==> config.mk <==
export PLATFORM = sky130hd
export DESIGN_NAME = mul_div_unit
export DESIGN_NICKNAME = d
export VERILOG_FILES = /design/src/rtl/mul_div_unit.sv
export SDC_FILE = /design/constraint.sdc
export NUM_CORES = 1
export LEC_CHECK = 0
export ABC_CLOCK_PERIOD_IN_PS = 20700
export BUFFER_PORTS_ARGS = -buffer_cell sky130_fd_sc_hd__buf_2
export CAP_MARGIN = 20
export CORE_MARGIN = 1.5
export CORE_UTILIZATION = 65
export CTS_CLUSTER_DIAMETER = 40
export DETAILED_ROUTE_END_ITERATION = 10
export PLACE_DENSITY = 0.86
export SETUP_SLACK_MARGIN = 0.3
export SLEW_MARGIN = 40
export SYNTH_ARGS = -nofsm -noshare
export SYNTH_HDL_FRONTEND = slang
export SYNTH_SLANG_ARGS = --single-unit
==> constraint.sdc <==
create_clock -name clk -period 20.7 [get_ports clk]
set_input_delay 4.14 -clock clk [delete_from_list [all_inputs] [get_ports clk]]
set_output_delay 4.14 -clock clk [all_outputs]
set_load 0.005 [all_outputs]
==> src/rtl/mul_div_unit.sv <==
// Iterative multiply/divide unit: MULTU, MULT, DIVU and DIV over WIDTH-bit
// operands. One shift-add or restoring-divide step runs per cycle on the
// operand magnitudes. A final cycle applies the sign correction and writes HI/LO,
// which then hold until the next completion or reset.
module mul_div_unit #(
  parameter int WIDTH = 32
) (
  input  logic             clk,
  input  logic             rst,
  input  logic             start,
  input  logic [1:0]       op,
  input  logic [WIDTH-1:0] a,
  input  logic [WIDTH-1:0] b,
  output logic             busy,
  output logic             done,
  output logic [WIDTH-1:0] hi,
  output logic [WIDTH-1:0] lo,
  output logic             div_by_zero
);

  localparam int CW = $clog2(WIDTH);

  typedef enum logic [1:0] {
    IDLE = 2'd0,
    RUN  = 2'd1,
    FIX  = 2'd2
  } state_t;

  state_t           state_q, state_d;
  logic [CW-1:0]    cnt_q, cnt_d;
  logic [1:0]       op_q, op_d;
  logic             sign_a_q, sign_a_d;
  logic             sign_b_q, sign_b_d;
  logic [WIDTH-1:0] a_raw_q, a_raw_d;
  logic [WIDTH-1:0] mag_q, mag_d;
  logic [WIDTH-1:0] acc_q, acc_d;
  logic [WIDTH-1:0] sh_q, sh_d;
  logic [WIDTH-1:0] hi_q, hi_d;
  logic [WIDTH-1:0] lo_q, lo_d;
  logic             dbz_q, dbz_d;
  logic             busy_q, busy_d;
  logic             done_q, done_d;

  // Operand signs and magnitudes as seen in the start cycle; the most
  // negative value negates to itself, which read unsigned is 2^(WIDTH-1).
  logic             in_neg_a, in_neg_b;
  logic [WIDTH-1:0] in_mag_a, in_mag_b;

  // Datapath for one iteration step and for the final correction.
  logic [WIDTH:0]     mul_sum;
  logic [WIDTH:0]     div_shift;
  logic [WIDTH:0]     div_trial;
  logic [2*WIDTH-1:0] prod;
  logic [2*WIDTH-1:0] prod_neg;
  logic [WIDTH-1:0]   quot_neg;
  logic [WIDTH-1:0]   rem_neg;
  logic               signs_differ;

  // Magnitudes of the incoming operands plus the shared step datapath.
  always_comb begin
    in_neg_a     = op[0] & a[WIDTH-1];
    in_neg_b     = op[0] & b[WIDTH-1];
    in_mag_a     = in_neg_a ? (~a + WIDTH'(1)) : a;
    in_mag_b     = in_neg_b ? (~b + WIDTH'(1)) : b;
    mul_sum      = {1'b0, acc_q} + (sh_q[0] ? {1'b0, mag_q} : {(WIDTH+1){1'b0}});
    div_shift    = {acc_q, sh_q[WIDTH-1]};
    div_trial    = div_shift - {1'b0, mag_q};
    prod         = {acc_q, sh_q};
    prod_neg     = ~prod + (2*WIDTH)'(1);
    quot_neg     = ~sh_q + WIDTH'(1);
    rem_neg      = ~acc_q + WIDTH'(1);
    signs_differ = sign_a_q ^ sign_b_q;
  end

  // Next-state logic: accept in IDLE, iterate WIDTH times in RUN, then FIX.
  always_comb begin
    state_d  = state_q;
    cnt_d    = cnt_q;
    op_d     = op_q;
    sign_a_d = sign_a_q;
    sign_b_d = sign_b_q;
    a_raw_d  = a_raw_q;
    mag_d    = mag_q;
    acc_d    = acc_q;
    sh_d     = sh_q;
    hi_d     = hi_q;
    lo_d     = lo_q;
    dbz_d    = dbz_q;
    busy_d   = busy_q;
    done_d   = 1'b0;

    case (state_q)
      IDLE: begin
        if (start) begin
          state_d  = RUN;
          cnt_d    = '0;
          op_d     = op;
          sign_a_d = in_neg_a;
          sign_b_d = in_neg_b;
          a_raw_d  = a;
          mag_d    = in_mag_b;
          sh_d     = in_mag_a;
          acc_d    = '0;
          busy_d   = 1'b1;
        end
      end

      RUN: begin
        if (op_q[1]) begin
          // Restoring divide: keep the trial difference unless it borrowed.
          if (!div_trial[WIDTH]) begin
            acc_d = div_trial[WIDTH-1:0];
            sh_d  = {sh_q[WIDTH-2:0], 1'b1};
          end else begin
            acc_d = div_shift[WIDTH-1:0];
            sh_d  = {sh_q[WIDTH-2:0], 1'b0};
          end
        end else begin
          // Shift-add multiply: the adder carry shifts into the top of acc.
          acc_d = mul_sum[WIDTH:1];
          sh_d  = {mul_sum[0], sh_q[WIDTH-1:1]};
        end
        cnt_d = cnt_q + CW'(1);
        if (cnt_q == CW'(WIDTH - 1)) begin
          state_d = FIX;
        end
      end

      FIX: begin
        state_d = IDLE;
        busy_d  = 1'b0;
        done_d  = 1'b1;
        dbz_d   = 1'b0;
        if (!op_q[1]) begin
          if (op_q[0] && signs_differ) begin
            hi_d = prod_neg[2*WIDTH-1:WIDTH];
            lo_d = prod_neg[WIDTH-1:0];
          end else begin
            hi_d = prod[2*WIDTH-1:WIDTH];
            lo_d = prod[WIDTH-1:0];
          end
        end else if (mag_q == '0) begin
          // A zero divisor reports the raw dividend and an all-ones quotient.
          hi_d  = a_raw_q;
          lo_d  = '1;
          dbz_d = 1'b1;
        end else begin
          lo_d = (op_q[0] && signs_differ) ? quot_neg : sh_q;
          hi_d = (op_q[0] && sign_a_q) ? rem_neg : acc_q;
        end
      end

      default: begin
        state_d = IDLE;
        busy_d  = 1'b0;
      end
    endcase
  end

  // All state and outputs are registered; reset aborts any operation at once.
  always_ff @(posedge clk or posedge rst) begin
    if (rst) begin
      state_q  <= IDLE;
      cnt_q    <= '0;
      op_q     <= 2'b00;
      sign_a_q <= 1'b0;
      sign_b_q <= 1'b0;
      a_raw_q  <= '0;
      mag_q    <= '0;
      acc_q    <= '0;
      sh_q     <= '0;
      hi_q     <= '0;
      lo_q     <= '0;
      dbz_q    <= 1'b0;
      busy_q   <= 1'b0;
      done_q   <= 1'b0;
    end else begin
      state_q  <= state_d;
      cnt_q    <= cnt_d;
      op_q     <= op_d;
      sign_a_q <= sign_a_d;
      sign_b_q <= sign_b_d;
      a_raw_q  <= a_raw_d;
      mag_q    <= mag_d;
      acc_q    <= acc_d;
      sh_q     <= sh_d;
      hi_q     <= hi_d;
      lo_q     <= lo_d;
      dbz_q    <= dbz_d;
      busy_q   <= busy_d;
      done_q   <= done_d;
    end
  end

  assign busy        = busy_q;
  assign done        = done_q;
  assign hi          = hi_q;
  assign lo          = lo_q;
  assign div_by_zero = dbz_q;

endmodule

==> results.json <==
{
  "status": "completed",
  "skew_ns": 0.02114,
  "htreeDepth": 2,
  "ys_seq_elements": 206,
  "holdPathEnd": "hi[9]",
  "dr.pass1.iters": 6,
  "ff_latch_area_um2": 5156,
  "grt_max_degree": 135,
  "first_global_vias": 14731,
  "internal-power_w": 0.001615,
  "chipHeight_um": 159.7,
  "clockBufferDepth": 3,
  "peakVddDrop_uv": 160.9,
  "drc": 0,
  "cts_setup_buffers": 0,
  "critPathLaunchType": "input port",
  "stdcell_area_um2": 17830,
  "tightestPinTransition_ns": 0.8483,
  "multi_input_area_um2": 10060,
  "ys.flop_type": "dfrtp_1",
  "fin_cells": 2438,
  "drive_above_1_share": 0.1188,
  "synthArstFlopShare": 1.000,
  "maxSlewHeadroom": 0.4339,
  "area_delta_synth_final_pct": 11.76,
  "r2r_end": "acc_q[30]",
  "yosysWarningCount": 0,
  "syn_nets": 2175,
  "grt_pass1_wl_um": 77530,
  "vias": 15958,
  "fillers": 1802,
  "final_common_cell": "nand2_1",
  "max_freq_ghz": 0.1618,
  "synth_cell_types": 75,
  "synth-edff-count": 0,
  "min_period_over_period": 0.2985,
  "hold_viol": 0,
  "nets": 2229,
  "path_class": "input port to flop",
  "dp_cells": 2375,
  "grt_remaining_overflow": 0,
  "tritoncts": "done",
  "r2r_cells": 13,
  "p_clk_frac": 0.179,
  "p_sw_frac": 0.4852,
  "postPlaceCellArea_um2": 16680,
  "slew_viol_final": 0,
  "coreArea_um2": 24180,
  "clk_pin_slew_ns": 0.05,
  "postSynthCellCount": 2034,
  "p_per_area_nw_per_um2": 176.0,
  "r2r_slack_ns": 16.36,
  "endpoint_kind": "flop",
  "power_frac_seq": 0.256,
  "crit_arrival_ns": 6.61,
  "rsz0062_at_grt": "no",
  "ant_nets": 0,
  "min_from": "hi[9]",
  "drt_iter0_markers": 2068,
  "wirelength_um": 48480,
  "power_frac_comb": 0.565,
  "fp.dieW_um": 159.7,
  "fp.dieArea_um2": 25490,
  "start_util": 0.6598,
  "ys_seq_area_frac": 0.3231,
  "worstPathRequired_ns": 21.13,
  "syn_avg_cell_area_um2": 7.843,
  "reg2reg_from": "sh_q[31]",
  "io_pins": 136,
  "min_path_cells": 2,
  "antenna_found_initial": 0,
  "cts.hold.buffers_added": 0,
  "dpl.hpwl_um": 34690,
  "finalCriticalPeriod_ns": 6.179,
  "final_cell_mix": "283 x nand2_1, 205 x dfrtp_1, 200 x o21ai_0",
  "p_leak_nw": 7.888,
  "rows": 57,
  "mappedNetlistArea_um2": 15950,
  "vias_per_cell": 6.546,
  "grt_usage": 0.3773,
  "clock_latency_ns": 0.52,
  "drv_cap": 0,
  "wl_per_cell_um": 19.89,
  "finalSetupViolations": 0,
  "cts_buffers": 35,
  "switchingPower_w": 0.001523,
  "gp_congestion": 1.011,
  "io_buffer_count": 135,
  "hold_path.class": "flop to flop",
  "cts_resized": 0,
  "cts_root_buffer": "clkbuf_16",
  "crit_fanout": 4,
  "cts_sinks": 206,
  "tns_ns": 0
}
==> synthesized netlist by cell type (34+ instances only) <==
master    instances  area [um^2]
xnor2_1         111        972.2
o21ai_0         200         1001
a31oi_1          34        212.7
clkbuf_1        110        412.9
dfrtp_1         206         5155
nand2_1         286         1074
ha_1             70        875.8
mux2i_1          57        570.6
nor2_1          194        728.2
xor2_1           71        621.9
inv_1            68        255.2
a21oi_1         187        935.9
==> worst max-delay path by stage <==
stage          depth (start not counted)  slack, ns          to  from
2_1_floorplan                          1      10.94  a_raw_q[0]   rst
3_3_place_gp                          10      14.07    sh_q[31]  a[8]
3_5_place_dp                          10      14.04    sh_q[30]  a[8]
4_1_cts                               10      14.55    sh_q[30]  a[8]
5_1_grt                               10      14.27   mag_q[31]  b[4]
6_report                              10      14.52    sh_q[30]  a[8]
==> metal layers <==
layer	share of wire	wire (um)	vias up	GRT usage
li1	-	-	7316	-
met1	0.41	19850	7494	0.5274
met2	0.44	21300	1001	0.5746
met3	0.12	5706	147	0.09091
met4	0.034	1625	0	0.1304
met5	0	0	-	0
==> layout make-up <==
class / instances / area share
repair buffers: 149 / 0.04442
inverters: 70 / 0.01544
diodes: 1 / 0.0001404
clock inverters: 17 / 0.009263
clock buffers: 45 / 0.05467
multi-input cells: 1626 / 0.5641
flip-flops and latches: 206 / 0.2892
well taps: 324 / 0.02274
==> cells by family after synthesis <==
family | after synthesis | synth area share
simple gates | 688 | 0.1969
buf+inv | 202 | 0.04894
mux | 58 | 0.03647
fa+ha+maj | 72 | 0.05741
compound gates | 626 | 0.2373
flops | 206 | 0.3231
xor+xnor | 182 | 0.09992
==> worst max-delay path, stage by stage <==
cell,delay (ns)
buf_2,0.13
or4_4,0.55
or4_4,0.48
nor4_4,0.32
a21o_1,0.22
o21ai_1,0.15
a21oi_1,0.22
xnor2_1,0.14
nand2_1,0.07
a22oi_1,0.19
==> per-stage QoR <==
stage	worst slack (ns)	power, W	utilization	hold slack [ns]
6_report	14.52	0.003138	0.7375	0.4771
2_1_floorplan	10.94	0.002054	-	0.4404
5_1_grt	14.27	0.003338	0.7374	0.4965
4_1_cts	14.55	0.003077	0.7369	0.4791
3_5_place_dp	14.04	0.002497	0.6897	0.4658
3_3_place_gp	14.07	0.002436	0.6887	0.4559
==> state kept, by name, summed over array words and instances (netlist names) <==
register and count:
sign_b_q 1, done 1, mag_q 32, sign_a_q 1, acc_q 32, busy 1
op_q 2, a_raw_q 32, div_by_zero 1, cnt_q 5, sh_q 32, hi 32
lo 32, state_q 2
==> power groups by stage <==
stage          sequential, W  combinational (W)  clock, W
2_1_floorplan       0.000667            0.00139         0
3_3_place_gp        0.000782            0.00165         0
3_5_place_dp        0.000792            0.00170         0
4_1_cts             0.000787            0.00173  0.000563
5_1_grt             0.000816            0.00194  0.000583
6_report            0.000803            0.00177  0.000562
No activity file was read; power rests on OpenSTA's default activity.
